[config.mk]
export PLATFORM = sky130hd
export DESIGN_NAME = switch_key_input_pio
export DESIGN_NICKNAME = d
export VERILOG_FILES = /design/src/rtl/switch_key_input_pio.sv
export SDC_FILE = /design/constraint.sdc
export NUM_CORES = 1
export LEC_CHECK = 0
export ABC_AREA = 1
export ABC_CLOCK_PERIOD_IN_PS = 1300
export CORE_MARGIN = 2
export CORE_UTILIZATION = 50
export CTS_CLUSTER_DIAMETER = 200
export DETAILED_ROUTE_END_ITERATION = 10
export PLACE_DENSITY = 0.87
export SYNTH_ARGS = -nofsm -noshare
export SYNTH_HDL_FRONTEND = slang
export SYNTH_SLANG_ARGS = --single-unit
[constraint.sdc]
create_clock -name clk_clk -period 1.3 [get_ports clk_clk]
set_clock_uncertainty 0.05 [all_clocks]
set_input_delay 0.195 -clock clk_clk [delete_from_list [all_inputs] [get_ports clk_clk]]
set_output_delay 0.195 -clock clk_clk [all_outputs]
set_load 0.01 [all_outputs]
[src/rtl/switch_key_input_pio.sv]
// Avalon-MM input PIO: synchronises, optionally debounces (INPUT_PIO_DEBOUNCE_EN) and
// edge-captures board inputs, with a maskable level interrupt.
module switch_key_input_pio #(
  parameter int WIDTH           = 10,
  parameter int DEBOUNCE_CYCLES = 50000,
  parameter int CNT_W           = 16
) (
  input  logic             clk_clk,
  input  logic             reset_reset_n,
  input  logic [1:0]       avs_address,
  input  logic             avs_read,
  input  logic             avs_write,
  input  logic [31:0]      avs_writedata,
  output logic [31:0]      avs_readdata,
  output logic             irq,
  input  logic [WIDTH-1:0] pio_in
);

  logic [WIDTH-1:0] s1_q, s1_d;
  logic [WIDTH-1:0] s2_q, s2_d;
  logic [WIDTH-1:0] stable_q, stable_d;
  logic [WIDTH-1:0] stable_dly_q, stable_dly_d;
  logic [WIDTH-1:0] edge_cap_q, edge_cap_d;
  logic [WIDTH-1:0] irq_mask_q, irq_mask_d;
  logic [31:0]      readdata_q, readdata_d;
  logic [WIDTH-1:0] w1c;
  logic [31:0]      rd_mux;

`ifdef INPUT_PIO_DEBOUNCE_EN
  logic [CNT_W-1:0] cnt_q [WIDTH];
  logic [CNT_W-1:0] cnt_d [WIDTH];
  logic             unused_ok;
  assign unused_ok = ^avs_writedata;
`else
  logic             unused_ok;
  assign unused_ok = ^{avs_writedata, DEBOUNCE_CYCLES[0], CNT_W[0]};
`endif

  always_comb begin
    s1_d = pio_in;
    s2_d = s1_q;
`ifdef INPUT_PIO_DEBOUNCE_EN
    stable_d = stable_q;
    for (int i = 0; i < WIDTH; i++) begin
      cnt_d[i] = cnt_q[i];
      // Any cycle back at the stable level restarts the count from zero.
      if (s2_q[i] == stable_q[i]) begin
        cnt_d[i] = '0;
      end else if (cnt_q[i] == CNT_W'(DEBOUNCE_CYCLES - 1)) begin
        stable_d[i] = s2_q[i];
        cnt_d[i]    = '0;
      end else begin
        cnt_d[i] = cnt_q[i] + CNT_W'(1);
      end
    end
`else
    stable_d = s2_q;
`endif
    stable_dly_d = stable_q;

    w1c = '0;
    if (avs_write && avs_address == 2'd3) w1c = avs_writedata[WIDTH-1:0];
    // New edges win over a simultaneous software clear.
    edge_cap_d = (edge_cap_q & ~w1c) | (stable_q ^ stable_dly_q);

    irq_mask_d = irq_mask_q;
    if (avs_write && avs_address == 2'd2) irq_mask_d = avs_writedata[WIDTH-1:0];

    rd_mux = '0;
    case (avs_address)
      2'd0:    rd_mux[WIDTH-1:0] = stable_q;
      2'd2:    rd_mux[WIDTH-1:0] = irq_mask_q;
      2'd3:    rd_mux[WIDTH-1:0] = edge_cap_q;
      default: rd_mux = '0;
    endcase
    readdata_d = avs_read ? rd_mux : readdata_q;
  end

  always_ff @(posedge clk_clk or negedge reset_reset_n) begin
    if (!reset_reset_n) begin
      s1_q         <= '0;
      s2_q         <= '0;
      stable_q     <= '0;
      stable_dly_q <= '0;
      edge_cap_q   <= '0;
      irq_mask_q   <= '0;
      readdata_q   <= '0;
`ifdef INPUT_PIO_DEBOUNCE_EN
      for (int i = 0; i < WIDTH; i++) cnt_q[i] <= '0;
`endif
    end else begin
      s1_q         <= s1_d;
      s2_q         <= s2_d;
      stable_q     <= stable_d;
      stable_dly_q <= stable_dly_d;
      edge_cap_q   <= edge_cap_d;
      irq_mask_q   <= irq_mask_d;
      readdata_q   <= readdata_d;
`ifdef INPUT_PIO_DEBOUNCE_EN
      for (int i = 0; i < WIDTH; i++) cnt_q[i] <= cnt_d[i];
`endif
    end
  end

  assign avs_readdata = readdata_q;
  assign irq          = |(edge_cap_q & irq_mask_q);

endmodule

# --- Word level (Yosys, flattened, before mapping) ---
# Index checks and enable logic that the tools add are counted.
word_totals:
  register_bits: 70
  inputBits: 48
classes:
  n_eq_ne: 2
  n_mux: 2
  n_bitwise: 5
  reduce_logical: 4
op_table:
  columns: ["operator", "count"]
  rows:
  - ["10-bit one-hot mux with 3 select lines", 1]
  - ["10-bit AND", 2]
  - ["10-bit two-way mux", 1]
  - ["10-bit NOT", 1]
  - ["10-bit bitwise OR", 1]
  - ["10-bit OR reduction", 1]
  - ["10-bit XOR", 1]
  - ["2-bit equality test (second input constant)", 2]
  - ["1-bit logical AND", 2]
  - ["2-bit zero test", 1]

# --- Longest topological paths before layout ---
# Gate-level depths: netlist (run 1).
logic_depth:
  word_depth: 6
  mapped_depth: 6
  depth_no_buf: 5

# --- Least setup slack after synthesis (run 1) ---
# No wires, ideal clock.
synth_timing:
  path_type: "register to output"
  from: "register irq_mask_q[0]"
  to: "output port irq"
  arrival_ns: 0.671
  t_required_ns: 1.055
  path_slack_ns: 0.384
  path_stages_with_launch: 5
  cell_sequence: "dfrtp_1 -> nand2_1 -> nand3_1 -> nor2_1 -> nand2_1"
synth_via:
  elab_chain_len: 2
synth_lines:
  columns: ["item", "line", "source"]
  rows:
  - ["start, declared", "24", "logic [WIDTH-1:0] irq_mask_q, irq_mask_d;"]
  - ["start signal, assigned", "97", "irq_mask_q <= irq_mask_d;"]
  - ["10-bit AND", "106", "assign irq = |(edge_cap_q & irq_mask_q);"]
  - ["10-bit OR reduction", "106", null]
  - ["end, declared", "15", "output logic irq,"]
# No other way between the ends.

# --- Worst setup path in the final report (run 1) ---
layout_timing:
  from: "register irq_mask_q[3]"
  to: "output port irq"
# The elaborated chain is that of the path after synthesis.

==> run metrics, run 1 <==
status=finished with violations; failing checks=setup timing; initial drt markers=162; data required time of the critical path=1.05 ns; f_max=695 MHz; layout overhead on the synthesized area=29.1%; # nets final=369; CP peak stage delay=0.39 ns; setup violators final=1; Buffers on Ports=36; pwr dens=1420 nW/um^2; ANT cells=0; Worst-path clk slew=0.07 ns; setup TNS=-0.140 ns; largest net degree at the start of global routing=71; Hold/Removal Path Class=in -> reg; Buffers & Inverters on Critical Path=1; Fin. Hold Viols=0; VDD IR max=783 uV; Critical Path Most Common Cell=nand2_1; startpoint class of the critical path=flop; # IOs=81; Detail Placement HPWL=3270 um; Final period util=111%; number of global-route vias before repair=1935; Syn Area/Cell=10.5 sq um; endpoint class of the critical path=output port; layout cell share with drive strength beyond 1=15.7%; Reg area=1750 sq um; multi-input logic area=741 sq um; Die ar.=5890 sq um; synth warn=0; core area=5110 sq um; Clock Tree Buf Depth=2; Initial Util=51.8%; synth unique cells=13; Sinks on Clock Net=70; unrepaired setup endpoints after global routing=yes; first-pass GRT wire length=8450 um; drt via density=4.78; Pleak=0.00166 uW; MaxCap Viol Count=0; FP Rows=26; Overflow after GRT=0; ANT nets after route=0; Tot GR Track Use=18.7%; Residual DRC=0; GP Congestion=0.820; H-tree depth=3; TritonCTS Buffers=9; die height=76.7 um; Worst Path Max Fanout=2; Layout fillers=390; Crit path max-delay family=flip-flops; Yosys reg bits=70; CTS tree=done; Root Driver=clkbuf_8; max-slew violations=0; Synth Cell Area=2650 sq um; pre-CTS setup slack=-0.220 ns; vias=1890; Total Wirelength=5020 um; Critical-path top delay cell=dfrtp_1; Die Width=76.7 um; WP data arrival=1.19 ns; DR pass1 iterations=5; CP cell instances=nand2_1 > nand3_2 > nor2_2 > nand2_1 > buf_2; fin worst setup slack=-0.140 ns; drt wl/cell=12.7 um; cells after synthesis=252; Tmin final=1.44 ns; Seq/Total Area, Yosys=66.2%; initial antenna violation count=0; Worst-Skew Late Latency=0.33 ns; Setup Crit Path Kind=reg -> out
## kinds of logic after synthesis
kind of cell | after synthesis | synth area share (%)
AO/OA/AOI/OAI | 20 | 3.78
buffers and inverters | 42 | 9.32
flip-flops | 70 | 66.2
other | 1 | 0.142
XOR/XNOR | 10 | 3.31
AND/OR/NAND/NOR | 109 | 17.2
## cell usage after synthesis (all sizes together)
cell	number	area (sq um)
inv	12	45.0
clkinv	1	3.75
clkbuf	2	7.51
nor2	3	13.8
dfrtp	70	1750
buf	27	190
nand3	35	175
conb	1	3.75
o21ai	20	100
nand2	71	267
xnor2	10	87.6
## metrics by stage
| stage | util [%] | cells | area (sq um) | power, uW | hold WS, ns |
|---|---|---|---|---|---|
| 2_1_floorplan | - | 273 | 2720 | 2780 | -0.151 |
| 3_3_place_gp | 62.3 | 377 | 3180 | 3090 | 0.191 |
| 3_5_place_dp | 62.3 | 377 | 3180 | 3130 | 0.199 |
| 4_1_cts | 66.3 | 393 | 3390 | 4880 | 0.235 |
| 5_1_grt | 66.9 | 395 | 3410 | 5110 | 0.235 |
| 6_report | 66.9 | 395 | 3410 | 4850 | 0.251 |
## report_power, final
part / internal [uW] / switching, uW / leakage (uW) / total (uW)
logic: 322 / 337 / 0.000747 / 658
clock network: 1030 / 736 / 0.000104 / 1770
registers: 2340 / 85.5 / 0.000808 / 2430
## area by class of cell
cell class / instances / area share (%)
sequential: 70 / 51.3
timing repair buffer: 66 / 16.9
inverter: 13 / 1.43
clock buffer: 12 / 4.84
tap: 70 / 2.57
clock inverter: 3 / 1.25
multi-input combinational: 161 / 21.7
## registers in the layout, indices dropped and copies added, names as in the netlist
register	flops
s2_q	10
edge_cap_q	10
avs_readdata	10
irq_mask_q	10
s1_q	10
stable_dly_q	10
stable_dly_d	10
## cell usage in the layout, fill, tap and decap left out, types with 2 or more instances in the layout
| cell type | netlist | routed |
|---|---|---|
| nand2_1 | 71 | 70 |
| dfrtp_1 | 70 | 70 |
| nand3_1 | 35 | 33 |
| buf_4 | 22 | 28 |
| clkdlybuf4s50_1 | 0 | 24 |
| conb_1 | 1 | 22 |
| o21ai_0 | 20 | 20 |
| inv_1 | 12 | 12 |
| clkbuf_8 | 0 | 12 |
| xnor2_1 | 10 | 10 |
| dlygate4sd2_1 | 0 | 10 |
| nand3_2 | 0 | 2 |
| nor2_2 | 1 | 2 |
| buf_2 | 5 | 2 |
## worst paths after layout
path                                    start               to  slack (ns)  cells after the start
worst min register to register        s1_q[0]          s2_q[0]        0.29                      0
worst min-delay path                pio_in[7]          s1_q[7]        0.25                      1
min in group asynchronous       reset_reset_n    irq_mask_q[3]        0.36                      3
max in group asynchronous       reset_reset_n  stable_dly_d[7]        0.54                      3
worst max-delay path            irq_mask_q[3]              irq       -0.14                      5
worst max register to register  irq_mask_q[2]  avs_readdata[2]        0.24                      6
## what timing repair did
action | in CTS | in global routing
hold buffers | 1 | 0
setup endpoints to repair | 11 | 2
endpoints found under the hold margin | 70 | 0
setup buffers | 0 | 2
gates resized for setup | 15 | 3
pin swaps | 3 | 3
## per-layer routing
metal / up-vias / routed length, um / GRT usage (%) / share of wire, %
li1: 892 / - / - / -
met1: 901 / 1970 / 21.6 / 39
met2: 89 / 2640 / 32.4 / 53
met3: 8 / 341 / 5.53 / 6.8
met4: 0 / 68 / 8.18 / 1.4
met5: - / 0 / 0 / 0
(Power assumes the default switching activity.)
==> run 2, diff against run 1 <==
--- a/config.mk
+++ b/config.mk
@@ -9,7 +9,6 @@
 export ABC_CLOCK_PERIOD_IN_PS = 1300
 export CORE_MARGIN = 2
 export CORE_UTILIZATION = 50
-export CTS_CLUSTER_DIAMETER = 200
 export DETAILED_ROUTE_END_ITERATION = 10
 export PLACE_DENSITY = 0.87
 export SYNTH_ARGS = -nofsm -noshare
==> results of run 2 <==
Final layout, timing and power as in run 1 (identical DEF).
==> run 3, diff against run 2 <==
--- a/config.mk
+++ b/config.mk
@@ -6,11 +6,11 @@
 export NUM_CORES = 1
 export LEC_CHECK = 0
 export ABC_AREA = 1
-export ABC_CLOCK_PERIOD_IN_PS = 1300
+export ABC_CLOCK_PERIOD_IN_PS = 1400
 export CORE_MARGIN = 2
-export CORE_UTILIZATION = 50
+export CORE_UTILIZATION = 46
 export DETAILED_ROUTE_END_ITERATION = 10
-export PLACE_DENSITY = 0.87
+export PLACE_DENSITY = 0.81
 export SYNTH_ARGS = -nofsm -noshare
 export SYNTH_HDL_FRONTEND = slang
 export SYNTH_SLANG_ARGS = --single-unit
==> constraint.sdc (replaced) <==
create_clock -name clk_clk -period 1.4 [get_ports clk_clk]
set_clock_uncertainty 0.05 [all_clocks]
set_input_delay 0.21 -clock clk_clk [delete_from_list [all_inputs] [get_ports clk_clk]]
set_output_delay 0.21 -clock clk_clk [all_outputs]
set_load 0.01 [all_outputs]
==> run metrics, run 3 (same netlist as run 1, synthesis figures left out) <==
Worst Path Max Fanout=2; Critical R2R Capture=avs_readdata[8]; layout overhead on the synthesized area=29.5%; Pleak=0.00167 uW; pwr dens=1300 nW/um^2; ANT cells=0; Setup Crit Path Kind=reg -> out; Sw Share=23.8%; multi-input logic area=733 sq um; Root Driver=clkbuf_8; endpoint class of the critical path=output port; Critical-path top delay cell=dfrtp_1; Reg area=1750 sq um; MaxCap Viol Count=0; setup violators final=1; Hold/Removal Path Class=in -> reg; setup TNS=-0.0528 ns; Layout fillers=463; vias=1844; Register-to-Register Path Depth=6; startpoint class of the critical path=flop; Util after Layout=61.8%; Crit. Startpoint=irq_mask_q[2]; Die Width=79.8 um; hold path cells=1; Pint=3390 uW; Detail Placement HPWL=3120 um; Initial Util=47.7%; DR pass1 iterations=4; failing checks=setup timing; first-pass GRT wire length=7910 um; largest net degree at the start of global routing=71; initial drt markers=164; CTS tree=done; number of global-route vias before repair=1798; unrepaired setup endpoints after global routing=yes; core area=5540 sq um; Clock Tree Buf Depth=2; Comb pwr share=13.4%; Tmin final=1.45 ns; H-tree depth=3; clock group share of total power=35.8%; fin worst setup slack=-0.0528 ns; Critical R2R Launch=irq_mask_q[8]; Final period util=104%; drt via density=4.60; sw power=1060 uW; # nets final=372; die height=79.8 um; f_max=688 MHz; Overflow after GRT=0; FP Rows=27; VDD IR max=631 uV; layout cell share with drive strength beyond 1=15.8%; Residual DRC=0; Tot GR Track Use=16.6%; Worst-path clk slew=0.07 ns; most frequent cells in the layout=70 x nand2_1, 70 x dfrtp_1, 34 x nand3_1, 31 x buf_4, 24 x clkdlybuf4s50_1; # IOs=81; Buffers on Ports=36; Total Wirelength=4600 um; drt wl/cell=11.5 um; TritonCTS Buffers=9; status=finished with violations; Worst-Skew Late Latency=0.34 ns; GP Congestion=0.853; ANT nets after route=0; worst reg2reg setup slack=0.33 ns; CP cell instances=nand2_2 > nand3_1 > nor2_1 > nand2_1 > buf_2; Seq pwr share=50.7%; max-slew violations=0; CP peak stage delay=0.39 ns; critical path capture point=irq; data required time of the critical path=1.14 ns; Fin. Hold Viols=0; Die ar.=6370 sq um; WP data arrival=1.19 ns; initial antenna violation count=0; Sinks on Clock Net=70
## run 3: changes by cell type in the layout (fill, tap and decap cells not counted)
cell	before	now
buf_4	28	31
clkinv_2	1	3
clkbuf_1	0	1
clkbuf_8	12	11
clkinvlp_4	1	0
nand3_1	33	34
nand3_2	2	1
nor2_1	1	2
nor2_2	2	1
## run 3: critical path, delay by kind of cell, from the launching register on
family	cells	cell delay, ns
buffers and inverters	1	0.14
DFF	1	0.39
and+or+nand+nor	4	0.33
## run 3: final cells by class
| type | instances | share of cell area [%] |
|---|---|---|
| Sequential cell | 70 | 51.2 |
| Multi-Input combinational cell | 161 | 21.4 |
| Timing Repair Buffer | 69 | 17.5 |
| Clock buffer | 12 | 4.53 |
| Tap cell | 72 | 2.63 |
| Inverter | 13 | 1.42 |
| Clock inverter | 4 | 1.32 |
## run 3: per-layer routing
metal	part of all wire, %	track usage, %
met3	6.8	5.77
met1	42	20.3
met2	49	25.5
met5	0	0
met4	2.1	9.49
## run 3: how the worst min path moves through the flow
stage	slack [ns]	end	from
floorplan	-0.14	avs_readdata[0]	reset_reset_n
global placement	0.21	avs_readdata[8]	reset_reset_n
detailed placement	0.22	avs_readdata[8]	reset_reset_n
CTS	0.24	s1_q[2]	pio_in[2]
global route	0.24	s1_q[2]	pio_in[2]
finish	0.25	s1_q[3]	pio_in[3]
## run 3: power by group through the flow
stage | Combinational [uW] | Clock [uW] | Sequential [uW]
5_1_grt | 678 | 1760 | 2270
6_report | 597 | 1590 | 2250
3_5_place_dp | 602 | 0 | 2290
4_1_cts | 592 | 1640 | 2250
2_1_floorplan | 281 | 0 | 2300
3_3_place_gp | 586 | 0 | 2280
## run 3: repair_timing
item	CTS	global route
hold buffers	1	0
buffers inserted	2	2
gates resized for setup	14	2
setup endpoints to repair	11	1
pin swaps	1	4
endpoints found under the hold margin	70	0
## run 3: through the flow
step | cell area, sq um | worst slack (ns) | total power, uW | hold WS (ns) | cells
after detailed placement | 3190 | -0.126 | 2900 | 0.216 | 380
after global placement | 3190 | -0.108 | 2870 | 0.208 | 380
after global routing | 3420 | -0.153 | 4700 | 0.239 | 401
after floorplan | 2720 | 0.469 | 2590 | -0.136 | 273
after CTS | 3400 | -0.0734 | 4480 | 0.242 | 399
final | 3420 | -0.0528 | 4450 | 0.250 | 401
